<file path="config.mk">
export PLATFORM = sky130hd
export DESIGN_NAME = comparator_stimulus
export DESIGN_NICKNAME = d
export VERILOG_FILES = /design/src/rtl/comparator_stimulus.sv
export SDC_FILE = /design/constraint.sdc
export NUM_CORES = 1
export LEC_CHECK = 0
export CAP_MARGIN = 20
export CORE_ASPECT_RATIO = 0.7
export CORE_MARGIN = 5
export CORE_UTILIZATION = 45
export DETAILED_ROUTE_END_ITERATION = 8
export PLACE_DENSITY = 0.73
export SYNTH_ARGS = -nofsm -noshare
export SYNTH_HDL_FRONTEND = slang
export SYNTH_SLANG_ARGS = --single-unit
export TNS_END_PERCENT = 5
</file>
<file path="constraint.sdc">
create_clock -name clk -period 2.8 [get_ports clk]
set_input_delay 0.56 -clock clk [delete_from_list [all_inputs] [get_ports clk]]
set_output_delay 0.56 -clock clk [all_outputs]
set_load 0.1 [all_outputs]
</file>
<file path="src/rtl/comparator_stimulus.sv">
// Stimulus generator and checker for a 1-bit equality comparator: sweeps {x,y} over 00..11,
// checks z against ~(x^y) after a settle delay. Optional error log enabled by CMP_STIM_ERRLOG_EN.
module comparator_stimulus #(
  parameter int SETTLE_CYCLES = 2,
  parameter int PASSES        = 1
) (
  input  logic       clk,
  input  logic       rst_n,
  input  logic       start,
  output logic       x,
  output logic       y,
  input  logic       z,
  output logic       busy,
  output logic       done,
  output logic       pass,
  output logic [7:0] err_cnt
`ifdef CMP_STIM_ERRLOG_EN
  ,
  output logic [1:0] fail_vec,
  output logic       fail_valid
`endif
);

  typedef enum logic [2:0] {
    S_IDLE,
    S_DRIVE,
    S_WAIT,
    S_SAMPLE,
    S_DONE
  } state_t;

  localparam logic [3:0] LP_SETTLE_LOAD = 4'(SETTLE_CYCLES - 1);
  localparam logic [7:0] LP_LAST_PASS   = 8'(PASSES - 1);

  state_t     r_state;
  state_t     w_next;
  logic [1:0] r_idx;
  logic [7:0] r_pass_cnt;
  logic [3:0] r_settle;
  logic       r_x;
  logic       r_y;
  logic       r_busy;
  logic       r_done;
  logic       r_pass;
  logic [7:0] r_err;
  logic       w_expected;
  logic       w_last_vec;

  assign w_expected = ~(r_x ^ r_y);
  assign w_last_vec = (r_idx == 2'd3) && !(r_pass_cnt < LP_LAST_PASS);

  // NOTE: sequential state uses non-blocking assignments so every register sees pre-edge values.
  always_ff @(posedge clk) begin
    if (!rst_n) r_state <= S_IDLE;
    else        r_state <= w_next;
  end

  // NOTE: next state is defaulted before the case so no path leaves it unassigned (no latch).
  always_comb begin
    w_next = r_state;
    case (r_state)
      S_IDLE:   if (start) w_next = S_DRIVE;
      S_DRIVE:  w_next = S_WAIT;
      S_WAIT:   if (r_settle == 4'd0) w_next = S_SAMPLE;
      S_SAMPLE: w_next = w_last_vec ? S_DONE : S_DRIVE;
      S_DONE:   w_next = S_IDLE;
      default:  w_next = S_IDLE;
    endcase
  end

`ifdef CMP_STIM_ERRLOG_EN
  logic [1:0] r_fail_vec;
  logic       r_fail_valid;

  always_ff @(posedge clk) begin
    if (!rst_n) begin
      r_fail_vec   <= 2'b00;
      r_fail_valid <= 1'b0;
    end else if (r_state == S_IDLE && start) begin
      r_fail_vec   <= 2'b00;
      r_fail_valid <= 1'b0;
    end else if (r_state == S_SAMPLE && z != w_expected && !r_fail_valid) begin
      r_fail_vec   <= {r_x, r_y};
      r_fail_valid <= 1'b1;
    end
  end

  assign fail_vec   = r_fail_vec;
  assign fail_valid = r_fail_valid;
`endif

  always_ff @(posedge clk) begin
    if (!rst_n) begin
      r_idx      <= 2'd0;
      r_pass_cnt <= 8'd0;
      r_settle   <= 4'd0;
      r_x        <= 1'b0;
      r_y        <= 1'b0;
      r_busy     <= 1'b0;
      r_done     <= 1'b0;
      r_pass     <= 1'b0;
      r_err      <= 8'd0;
    end else begin
      r_done <= 1'b0;
      case (r_state)
        S_IDLE: begin
          r_x <= 1'b0;
          r_y <= 1'b0;
          if (start) begin
            r_busy     <= 1'b1;
            r_err      <= 8'd0;
            r_pass     <= 1'b0;
            r_idx      <= 2'd0;
            r_pass_cnt <= 8'd0;
          end
        end
        S_DRIVE: begin
          r_x      <= r_idx[1];
          r_y      <= r_idx[0];
          r_settle <= LP_SETTLE_LOAD;
        end
        S_WAIT: begin
          if (r_settle != 4'd0) r_settle <= r_settle - 4'd1;
        end
        S_SAMPLE: begin
          // Count saturates at 255 so long runs never wrap back to a passing value.
          if (z != w_expected && r_err != 8'hFF) r_err <= r_err + 8'd1;
          if (r_idx != 2'd3) begin
            r_idx <= r_idx + 2'd1;
          end else if (r_pass_cnt < LP_LAST_PASS) begin
            r_idx      <= 2'd0;
            r_pass_cnt <= r_pass_cnt + 8'd1;
          end
        end
        S_DONE: begin
          r_done <= 1'b1;
          r_busy <= 1'b0;
          r_pass <= (r_err == 8'd0);
          r_x    <= 1'b0;
          r_y    <= 1'b0;
        end
        default: ;
      endcase
    end
  end

  assign x       = r_x;
  assign y       = r_y;
  assign busy    = r_busy;
  assign done    = r_done;
  assign pass    = r_pass;
  assign err_cnt = r_err;

endmodule

</file>
== Word level (Yosys, flattened, before mapping) ==
Cells that the tools add are included.
Cells by class
  add/sub/neg operators: 4
  $lt $le $gt $ge: 1
  equal/unequal tests: 15
  muxes and demuxes: 23
  bitwise logic cells: 2
  reductions and logical operators: 18
Operators by type and width (count)
  8-bit two-way mux: 4
  8-bit case mux with 2 select lines: 2
  8-bit by 1-bit adder with 8-bit output, second input constant: 2
  2-bit inequality test, second input constant: 7
  3-bit case mux with 4 select lines: 1
  3-bit two-way mux: 3
  8-bit logical NOT: 1
  8-bit by 1-bit < comparator with 1-bit output, second input constant: 1
  8-bit inequality test, second input constant: 1
  1-bit case mux with 2 select lines: 4
  4-bit case mux with 2 select lines: 1
  2-bit nonzero test: 4
  3-bit by 2-bit == test with 1-bit output, second input constant: 2
  2-bit two-way mux: 3
  2-bit AND reduction: 3
  3-bit AND reduction: 2
  4-bit logical NOT: 1
  4-bit two-way mux: 1
  2-bit case mux with 2 select lines: 1
  4-bit AND reduction: 1
  4-bit nonzero test: 1
  4-bit by 1-bit subtractor with 4-bit output, second input constant: 1
  3-bit by 1-bit == test with 1-bit output, second input constant: 1
  3-bit == test, second input constant: 1
  other kinds (11): 14
Word-level totals
  register bits after elaboration: 30
  input port bits: 4
  output and inout bits: 13
  logic and storage cells: 73

== Logic depth before layout (Yosys ltp) ==
Gate-level depths: netlist (run 1).
  depth after elaboration: 6
  depth in mapped cells: 6
  mapped depth without buffers: 6

== Worst setup path after synthesis (run 1) ==
No wires, ideal clock.
  path type: register to register
  from: register r_err[0], in the netlist err_cnt[0]
  to: register r_err[1], in the netlist err_cnt[1]
  setup time: 0.118 ns
  data arrival time: 2.164 ns
  required time: 2.682 ns
  setup slack: 0.518 ns
  cell stages (with the launch flop): 7
  path buffers: 1
  clock period less this slack: 2.282 ns
  path through: dfxtp_1 ha_1 nand3_1 o211ai_2 buf_2 mux2i_1 nor2_1
Between the ends
  longest elaborated chain between the ends: 4
  elaborated cells between the ends (all ways): 7
  classes of those cells: add/sub (1); eq/ne (2); mux (2); reduce/logical (2)
Ends and longest elaborated chain
  from (decl): line 45  | logic [7:0] r_err;
  from (signal assigned): line 127  | if (z != w_expected && r_err != 8'hFF) r_err <= r_err + 8'd1;
  branches (longest 4 deep; another with 8-bit by 1-bit adder with 8-bit output)
Several ways; the timed one is not identified. The select of a mux whose other input is x is not followed.
A chain may end at the register's enable or synchronous reset.

== Worst setup path in the final report (run 1) ==
  from: register r_state[0]
  to: register r_err[7], in the netlist err_cnt[7]
Between the ends
  longest elaborated chain between the ends: 3
  elaborated cells between the ends (all ways): 7
  classes of those cells: eq/ne (3); mux (1); reduce/logical (3)
Ends and longest elaborated chain
  from (decl): line 35  | state_t r_state;
  from (signal assigned): line 55  | else r_state <= w_next;
  3-bit by 2-bit == test with 1-bit output / 3-bit logical NOT (equally long branches): line 105  | case (r_state)
  2-bit inequality test (no line) / 2-bit nonzero test (equally long branches)
  3-bit AND reduction (no line)
Parallel ways exist; a longest one is shown, timed or not.

==> impl_metrics.env, run 1 <==
export IMPL_place_inst=175
export IMPL_cts_tree="built"
export IMPL_clockBufferDepth=2
export IMPL_crit_type="reg2reg"
export IMPL_power_frac_seq_pct=50.2
export IMPL_cp_required_ns=3.03
export IMPL_internal_power_w=0.000501
export IMPL_antenna_found_initial=0
export IMPL_crit_cells=4
export IMPL_synth_enable_flop_cells=0
export IMPL_total_leakage_power_nw=0.543
export IMPL_post_cts_resized=0
export IMPL_post_cts_setup_buffer_count=0
export IMPL_crit_fanout=15
export IMPL_critical_path_buf_inv_count=0
export IMPL_synth_top_cell_area_share_pct=39.6
export IMPL_p_comb_share_pct=13.8
export IMPL_drc=0
export IMPL_power_frac_clock_pct=35.9
export IMPL_timing_final_ws_setup_ns=0.852
export IMPL_maxSlewViolCount=0
export IMPL_hp_class="reg2reg"
export IMPL_slew_headroom_pct=60.0
export IMPL_gp_congestion=0.821
export IMPL_die_area_um2=3590
export IMPL_finClkSkew_ns=0.0155
export IMPL_switching_share_pct=26.0
export IMPL_outcome="complete, no violations"
export IMPL_critPathMaxStageDelay_ns=0.57
export IMPL_hp_start="pass"
export IMPL_final_cells=179
export IMPL_synthToLayoutAreaGrowth_pct=18.4
export IMPL_reg2regPathDepth=4
export IMPL_ys_warn_count=0
export IMPL_layout_commonest_cell="dfxtp_1"
export IMPL_cts_clk_slew_worst_paths_ns=0.13
export IMPL_path_cells="and3b_1 > o211ai_2 > or4_1 > o221ai_1"
export IMPL_port_buffers=16
export IMPL_grtUsageTotal_pct=15.2
export IMPL_dpl_hpwl_um=1810
export IMPL_tightest_slew_ns=0.598
export IMPL_seq_area_frac_synth_pct=39.6
export IMPL_ios=17
export IMPL_ys_seq_elements=22
export IMPL_synthTopCellsByArea="dfxtp_1, nand2_1, ha_1, nand3_1, nor2_1"
export IMPL_cts_root_buf="clkbuf_4"
export IMPL_coreArea_um2=2420
export IMPL_synth_largest_area_cell="dfxtp_1"
export IMPL_critPathLaunchType="register"
export IMPL_grt_pass1_vias=944
export IMPL_syn_nets=137
export IMPL_die_w_um=69.5
export IMPL_period_needed_ns=1.95
export IMPL_numCtsBuffers=3
export IMPL_holdPathStages=2
export IMPL_fp_dieH_um=51.6
export IMPL_layout_common_cells="dfxtp_1, nand2_1, buf_4"
export IMPL_async_reset_ff_share_pct=0
export IMPL_power_per_cell_area_nw_per_um2=514
export IMPL_via_per_inst=5.56
export IMPL_drt_iter0_markers=41
export IMPL_fp_row_count=15
export IMPL_clk_insertion_delay_late_ns=0.32
export IMPL_grt_max_degree=16
export IMPL_routedWlPerCell_um=13.7
export IMPL_dr_pass1_iters=4
export IMPL_netlist_cell_type_count=41
export IMPL_synth_area_um2=1110
export IMPL_hold_buffers=0
export IMPL_fin_nets=154
export IMPL_numClockSinks=22
export IMPL_switchingPower_w=0.000176
export IMPL_hold_viol=0
export IMPL_htreeDepth=1
export IMPL_drive_gt1_share_pct=13.8
export IMPL_fin_crit_sh_pct=69.6
export IMPL_tns_ns=0
export IMPL_r2r_slack_ns=0.85
export IMPL_end_kind="register"
export IMPL_synth_flop_cell="dfxtp_1"
export IMPL_setup_viol=0
export IMPL_reg2reg_from="r_state[0]"
export IMPL_diodes=0
export IMPL_route_vias_total=995
export IMPL_syn_inst=129
export IMPL_syn_area_per_cell_um2=8.63
export IMPL_grt_pass1_wl_um=4330
export IMPL_grt_ovfl_total=0
export IMPL_antenna_left=0
export IMPL_dp_slack_ns=0.598
export IMPL_rsz0062_at_grt="false"
export IMPL_cap_violations=0
export IMPL_clock_fmax_mhz=513
export IMPL_ir_drop_mv=0.561
export IMPL_crit_path_start="r_state[0]"
export IMPL_routed_wl_um=2450
export IMPL_crit_slowest_cell="dfxtp_1"
export IMPL_cp_data_arrival_time_ns=2.18
export IMPL_start_util_pct=46.0
export IMPL_path_delay_family="simple AND/OR/NAND/NOR gates"
[tightest hold or removal path, delay by kind of cell (launching register included)]
kind | cells | cell delay (ns)
flops | 1 | 0.34
simple gates | 1 | 0.07
compound gates | 1 | 0.06
[synth_stat cells, types with 2 or more instances]
| library cell | number |
|---|---|
| nand2_1 | 14 |
| inv_1 | 4 |
| a22o_1 | 2 |
| buf_2 | 2 |
| ha_1 | 4 |
| nand3_1 | 9 |
| clkbuf_1 | 2 |
| o21ai_0 | 2 |
| nand2b_1 | 4 |
| dfxtp_1 | 22 |
| a22oi_1 | 2 |
| a21oi_1 | 7 |
| o211ai_1 | 5 |
| nand4_1 | 4 |
| xor2_1 | 2 |
| a211oi_1 | 2 |
| and3_1 | 3 |
| or4_1 | 5 |
| nor2_1 | 12 |
[power by group through the flow]
stage | clock network [W] | registers [W] | logic [W]
after floorplan | 0 | 0.000352 | 0.0000654
after global placement | 0 | 0.000347 | 0.0000904
after detailed placement | 0 | 0.000347 | 0.0000934
after CTS | 0.000251 | 0.000340 | 0.0000938
after global routing | 0.000268 | 0.000343 | 0.000106
final | 0.000243 | 0.000340 | 0.0000936
[cell type report]
| class | instances | area, um^2 |
|---|---|---|
| fillers | 230 | 1100 |
| multi-input cells | 97 | 629 |
| flip-flops and latches | 22 | 440 |
| repair buffers | 17 | 135 |
| well taps | 34 | 42.5 |
| clock inverters | 1 | 30.0 |
| clock buffers | 3 | 22.5 |
| inverters | 5 | 18.8 |
[final timing paths]
kind,to
worst max register to register,err_cnt[7]
worst max-delay path,err_cnt[7]
worst min register to register,pass
worst min-delay path,pass
[registers in the layout (all words and copies together), names as in the netlist]
signal / flops
pass: 1
x: 1
done: 1
busy: 1
r_state: 3
r_settle: 4
err_cnt: 8
r_idx: 2
y: 1
[stage by stage]
| step | util, % | area (um^2) | hold WS (ns) | total power (W) |
|---|---|---|---|---|
| 2_1_floorplan | - | 1110 | 0.485 | 0.000418 |
| 3_3_place_gp | 52.3 | 1270 | 0.461 | 0.000437 |
| 3_5_place_dp | 52.3 | 1270 | 0.474 | 0.000440 |
| 4_1_cts | 54.5 | 1320 | 0.497 | 0.000685 |
| 5_1_grt | 54.5 | 1320 | 0.530 | 0.000717 |
| 6_report | 54.5 | 1320 | 0.486 | 0.000677 |
[metal layers]
metal	wire (um)	global-route usage (%)
met4	10	2.92
met5	0	0
met2	1040	24.1
met3	185	5.21
met1	1220	20.3
[cell families (layout without fill, tap and decap cells)]
family	after synthesis	in the layout	synth area share [%]
flops	22	22	39.6
buf+inv	10	26	3.93
mux	2	2	1.91
fa+ha+maj	4	4	4.49
xor+xnor	4	4	4.38
simple gates	60	60	28.5
compound gates	27	27	17.2
Power figures use the tool's default switching activity.
==> run 2: changes to the inputs <==
--- a/config.mk
+++ b/config.mk
@@ -10,7 +10,7 @@
 export CORE_MARGIN = 5
 export CORE_UTILIZATION = 45
 export DETAILED_ROUTE_END_ITERATION = 8
-export PLACE_DENSITY = 0.73
+export PLACE_DENSITY = 0.76
 export SYNTH_ARGS = -nofsm -noshare
 export SYNTH_HDL_FRONTEND = slang
 export SYNTH_SLANG_ARGS = --single-unit
==> constraint.sdc (replaced) <==
create_clock -name clk -period 1.6 [get_ports clk]
set_input_delay 0.32 -clock clk [delete_from_list [all_inputs] [get_ports clk]]
set_output_delay 0.32 -clock clk [all_outputs]
set_load 0.1 [all_outputs]
==> run 2 against run 1 <==
Compared with the run above:
- global-route usage increased by 3.5 points
- critical path type unchanged
- critical path depth unchanged
- final cell count increased by 9.5%
==> impl_metrics.env, run 2 (synthesized netlist as in run 1, its figures left out) <==
export IMPL_total_leakage_power_nw=0.672
export IMPL_fin_crit_sh_pct=99.0
export IMPL_via_per_inst=5.84
export IMPL_maxSlewViolCount=0
export IMPL_numClockSinks=22
export IMPL_antenna_left=0
export IMPL_power_per_cell_area_nw_per_um2=740
export IMPL_dpl_hpwl_um=2260
export IMPL_fin_nets=171
export IMPL_cp_required_ns=1.86
export IMPL_cts_tree="built"
export IMPL_clk_insertion_delay_late_ns=0.32
export IMPL_numCtsBuffers=3
export IMPL_utilization_pct=69.3
export IMPL_tns_ns=0
export IMPL_start_util_pct=46.0
export IMPL_layout_common_cells="buf_4, nand2_1, buf_12"
export IMPL_hp_class="reg2reg"
export IMPL_antenna_found_initial=0
export IMPL_end_kind="register"
export IMPL_drive_gt1_share_pct=33.3
export IMPL_grt_pass1_vias=1184
export IMPL_cts_root_buf="clkbuf_4"
export IMPL_rsz0062_at_grt="true"
export IMPL_period_needed_ns=1.58
export IMPL_grt_ovfl_total=0
export IMPL_crit_type="reg2reg"
export IMPL_ir_drop_mv=0.539
export IMPL_slew_headroom_pct=69.5
export IMPL_routedWlPerCell_um=15.5
export IMPL_dr_pass1_iters=4
export IMPL_outcome="complete, no violations"
export IMPL_crit_fanout=5
export IMPL_fp_dieH_um=51.6
export IMPL_clock_fmax_mhz=631
export IMPL_grt_pass1_wl_um=5340
export IMPL_tightest_slew_ns=0.456
export IMPL_ios=17
export IMPL_diodes=0
export IMPL_routed_wl_um=3040
export IMPL_htreeDepth=1
export IMPL_route_vias_total=1145
export IMPL_hold_buffers=0
export IMPL_synthToLayoutAreaGrowth_pct=50.7
export IMPL_finClkSkew_ns=0.0128
export IMPL_cp_data_arrival_time_ns=1.85
export IMPL_die_w_um=69.5
export IMPL_fp_row_count=15
export IMPL_holdPathStages=2
export IMPL_coreArea_um2=2420
export IMPL_drt_iter0_markers=59
export IMPL_drc=0
export IMPL_grtUsageTotal_pct=18.8
export IMPL_layout_commonest_cell="buf_4"
export IMPL_gp_congestion=0.849
export IMPL_critPathLaunchType="register"
export IMPL_reg2regPathDepth=4
export IMPL_setup_viol=0
export IMPL_grt_max_degree=14
export IMPL_die_area_um2=3590
export IMPL_post_cts_setup_buffer_count=0
export IMPL_largest_register_ff_count=8
export IMPL_cts_clk_slew_worst_paths_ns=0.13
export IMPL_port_buffers=16
export IMPL_cap_violations=0
export IMPL_clockBufferDepth=2
export IMPL_hold_viol=0
==> run 2: cell types whose count changed in the layout (fill, tap and decap cells not counted), sizes merged <==
cell	previous run	this run
buf	14	30
o211ai	6	7
==> run 2: routing by layer <==
metal | up-vias | global-route usage, % | wire (um)
li1 | 544 | - | -
met5 | - | 0 | 0
met3 | 10 | 6.56 | 258
met4 | 0 | 7.79 | 60
met1 | 529 | 22.6 | 1340
met2 | 62 | 30.9 | 1380
==> run 2: critical path, stage by stage (launching register included) <==
cell	delay, ns
dfxtp_4	0.37
xnor3_2	0.43
o211ai_4	0.12
or4_1	0.52
nand3_1	0.10
==> run 2: path summary, 6_finish.rpt <==
kind	from	end	slack [ns]
max	y	err_cnt[5]	0.02
min	pass	pass	0.52
max reg2reg	y	err_cnt[5]	0.02
min reg2reg	pass	pass	0.52
==> run 2: timing repair <==
action                                  in CTS  in global routing
gates cloned                                 1                  0
pin swaps                                    1                  0
endpoints found under the setup margin       6                 12
gates resized for setup                      4                  3
==> run 2: power breakdown <==
group          total, W  switching (W)  internal (W)
Sequential     0.000570      0.0000170      0.000553
Combinational  0.000241       0.000141      0.000101
Clock          0.000430       0.000176      0.000253
==> run 2: area by class of cell <==
cell class	instances	area, um^2
Fill cell	184	743
Multi-Input combinational cell	98	672
Sequential cell	22	474
Timing Repair Buffer	33	418
Tap cell	34	42.5
Clock inverter	1	30.0
Clock buffer	3	22.5
Inverter	5	18.8
==> run 2: stage by stage <==
| stage | hold slack (ns) | setup WS (ns) | instances | cell area (um^2) | power (W) |
|---|---|---|---|---|---|
| finish | 0.517 | 0.0154 | 196 | 1680 | 0.00124 |
| global route | 0.529 | -0.0355 | 196 | 1680 | 0.00130 |
| CTS | 0.521 | 0.0118 | 196 | 1670 | 0.00124 |
| detailed placement | 0.503 | -0.286 | 191 | 1580 | 0.000810 |
| global placement | 0.496 | -0.224 | 191 | 1580 | 0.000797 |
| floorplan | 0.476 | -0.0481 | 129 | 1150 | 0.000718 |
==> run 3: changes to the inputs <==
--- a/config.mk
+++ b/config.mk
@@ -6,11 +6,13 @@
 export NUM_CORES = 1
 export LEC_CHECK = 0
 export CAP_MARGIN = 20
+export CELL_PAD_IN_SITES_DETAIL_PLACEMENT = 2
+export CELL_PAD_IN_SITES_GLOBAL_PLACEMENT = 2
 export CORE_ASPECT_RATIO = 0.7
 export CORE_MARGIN = 5
-export CORE_UTILIZATION = 45
+export CORE_UTILIZATION = 28
 export DETAILED_ROUTE_END_ITERATION = 8
-export PLACE_DENSITY = 0.76
+export PLACE_DENSITY = 0.78
 export SYNTH_ARGS = -nofsm -noshare
 export SYNTH_HDL_FRONTEND = slang
 export SYNTH_SLANG_ARGS = --single-unit
==> run 3 against run 2 <==
Compared with the run above:
- via count rose by 3.5%
- sequential share of layout area fell by 2.2 points
- routed wire length rose by 43%
- critical path depth rose by 2
- worst setup slack got worse by 0.048 ns
- count of clock-buffer cells in the layout did not move
- critical path type is now in2reg
- clock skew fell by 0.0078 ns
- combinational power rose by 16%
- register-to-register slack got worse by 0.04 ns
- the flow now finishes with violations (setup timing)
- clock power rose by 23%
- first-iteration DRC count fell by 69%
- power rose by 11%
==> impl_metrics.env, run 3 (synthesized netlist as in run 1, its figures left out) <==
export IMPL_outcome="finished with violations"
export IMPL_violations="setup timing"
export IMPL_layout_common_cells="buf_4, nand2_1, buf_12"
export IMPL_layout_commonest_cell="buf_4"
export IMPL_cts_tree="built"
export IMPL_grt_max_degree=14
export IMPL_gp_congestion=0.769
export IMPL_path_delay_family="simple AND/OR/NAND/NOR gates"
export IMPL_total_leakage_power_nw=0.736
export IMPL_drt_iter0_markers=18
export IMPL_holdPathStages=1
export IMPL_ios=17
export IMPL_tns_ns=-0.0330
export IMPL_end_kind="register"
export IMPL_cap_violations=0
export IMPL_via_per_inst=5.24
export IMPL_crit_type="in2reg"
export IMPL_numClockSinks=22
export IMPL_clk_insertion_delay_late_ns=0.27
export IMPL_cts_root_buf="clkbuf_8"
export IMPL_fin_area_um2=1830
export IMPL_placed_area_um2=1670
export IMPL_htreeDepth=1
export IMPL_route_vias_total=1185
export IMPL_cts_clk_slew_worst_paths_ns=0.09
export IMPL_start_util_pct=28.7
export IMPL_routed_wl_um=4360
export IMPL_slew_headroom_pct=80.9
export IMPL_diodes=0
export IMPL_critPathMaxStageDelay_ns=0.50
export IMPL_fin_crit_sh_pct=102
export IMPL_r2r_slack_ns=-0.02
export IMPL_critPathLaunchType="input port"
export IMPL_hp_class="reg2reg"
export IMPL_clockBufferDepth=2
export IMPL_ir_drop_mv=0.397
export IMPL_dr_pass1_iters=3
export IMPL_die_area_um2=5360
export IMPL_r2r_end="err_cnt[4]"
export IMPL_drive_gt1_share_pct=40.2
export IMPL_path_cells="dlygate4sd2_1 > xnor3_2 > o211ai_4 > buf_6 > or4_1 > nand2_1"
export IMPL_grt_ovfl_total=0
export IMPL_timing_final_ws_setup_ns=-0.0330
export IMPL_largest_register_ff_count=8
export IMPL_fp_dieH_um=62.8
export IMPL_utilization_pct=47.3
export IMPL_power_per_cell_area_nw_per_um2=754
export IMPL_grtUsageTotal_pct=17.2
export IMPL_place_inst=218
export IMPL_grt_pass1_wl_um=7170
export IMPL_coreArea_um2=3870
export IMPL_reg2reg_from="y"
export IMPL_finClkSkew_ns=0.00500
export IMPL_port_buffers=16
export IMPL_period_needed_ns=1.63
export IMPL_clock_fmax_mhz=612
export IMPL_tightest_slew_ns=0.285
export IMPL_hold_viol=0
export IMPL_routedWlPerCell_um=19.3
export IMPL_dpl_hpwl_um=3090
export IMPL_maxSlewViolCount=0
export IMPL_hp_start="err_cnt[5]"
export IMPL_fin_nets=183
export IMPL_reg2regPathDepth=5
export IMPL_min_to="pass"
export IMPL_cp_required_ns=1.81
export IMPL_hold_worst_slack_ns=0.536
export IMPL_rsz0062_at_grt="true"
export IMPL_setup_viol=1
export IMPL_fp_row_count=19
export IMPL_crit_fanout=5
export IMPL_crit_slowest_cell="or4_1"
export IMPL_antenna_found_initial=0
export IMPL_grt_pass1_vias=1322
export IMPL_cp_data_arrival_time_ns=1.84
export IMPL_critical_path_buf_inv_count=2
export IMPL_antenna_left=0
export IMPL_die_w_um=85.4
export IMPL_final_cells=226
export IMPL_synthToLayoutAreaGrowth_pct=64.7
export IMPL_numCtsBuffers=3
export IMPL_drc=0
run 3: changes by cell type in the layout (fill, tap and decap cells not counted), sizes merged:
cell           before  now
dlygate4sd2         0    2
clkdlybuf4s50       3    1
buf                30   42
run 3: layer usage:
| layer | track usage, % | routed length, um | vias to the layer above | share of wire (%) |
|---|---|---|---|---|
| met5 | 0 | 0 | - | 0 |
| met4 | 3.95 | 70 | 0 | 1.6 |
| met3 | 4.48 | 136 | 8 | 3.1 |
| met2 | 29.0 | 2140 | 20 | 49 |
| met1 | 21.8 | 2010 | 591 | 46 |
| li1 | - | - | 566 | - |
run 3: power by group:
part | switching (W) | leakage, nW | internal [W] | total (W)
clock network | 0.000196 | 0.0357 | 0.000334 | 0.000530
logic | 0.000156 | 0.513 | 0.000123 | 0.000280
registers | 0.0000217 | 0.187 | 0.000552 | 0.000574
run 3: worst max-delay path by stage:
stage                 endpoint  cells after the start  slack (ns)       start
CTS                 err_cnt[3]                      5       0.007  r_state[1]
global placement    err_cnt[5]                      5       -0.27           z
finish              err_cnt[4]                      6       -0.03           z
global route        err_cnt[4]                      5       -0.05  r_state[2]
detailed placement  err_cnt[3]                      5       -0.29           z
floorplan           err_cnt[1]                      6       -0.05  err_cnt[1]
run 3: layout make-up:
type	count	area, um^2
flip-flops and latches	22	478
repair buffers	45	513
inverters	5	18.8
clock inverters	1	30.0
well taps	52	65.1
clock buffers	3	41.3
multi-input cells	98	688
fillers	413	2040
run 3: timing repair:
item,CTS,global route
hold buffers,0,0
resized for setup,8,9
pin swaps,4,2
setup buffers,3,0
setup endpoints to repair,8,12
gates cloned,1,0
run 3: worst reg2reg max path, delay by kind of cell, from the launching register on:
family,cells,cell delay (ns)
AOI/OAI and AO/OA,1,0.14
xor gates and xnor gates,1,0.34
buffers and inverters,1,0.15
DFF,1,0.36
and+or+nand+nor,2,0.58
run 3: per-stage QoR:
| stage | setup WS (ns) | total power [W] |
|---|---|---|
| global route | -0.0492 | 0.00146 |
| floorplan | -0.0481 | 0.000718 |
| CTS | 0.00698 | 0.00139 |
| global placement | -0.266 | 0.000824 |
| detailed placement | -0.288 | 0.000847 |
| finish | -0.0330 | 0.00138 |
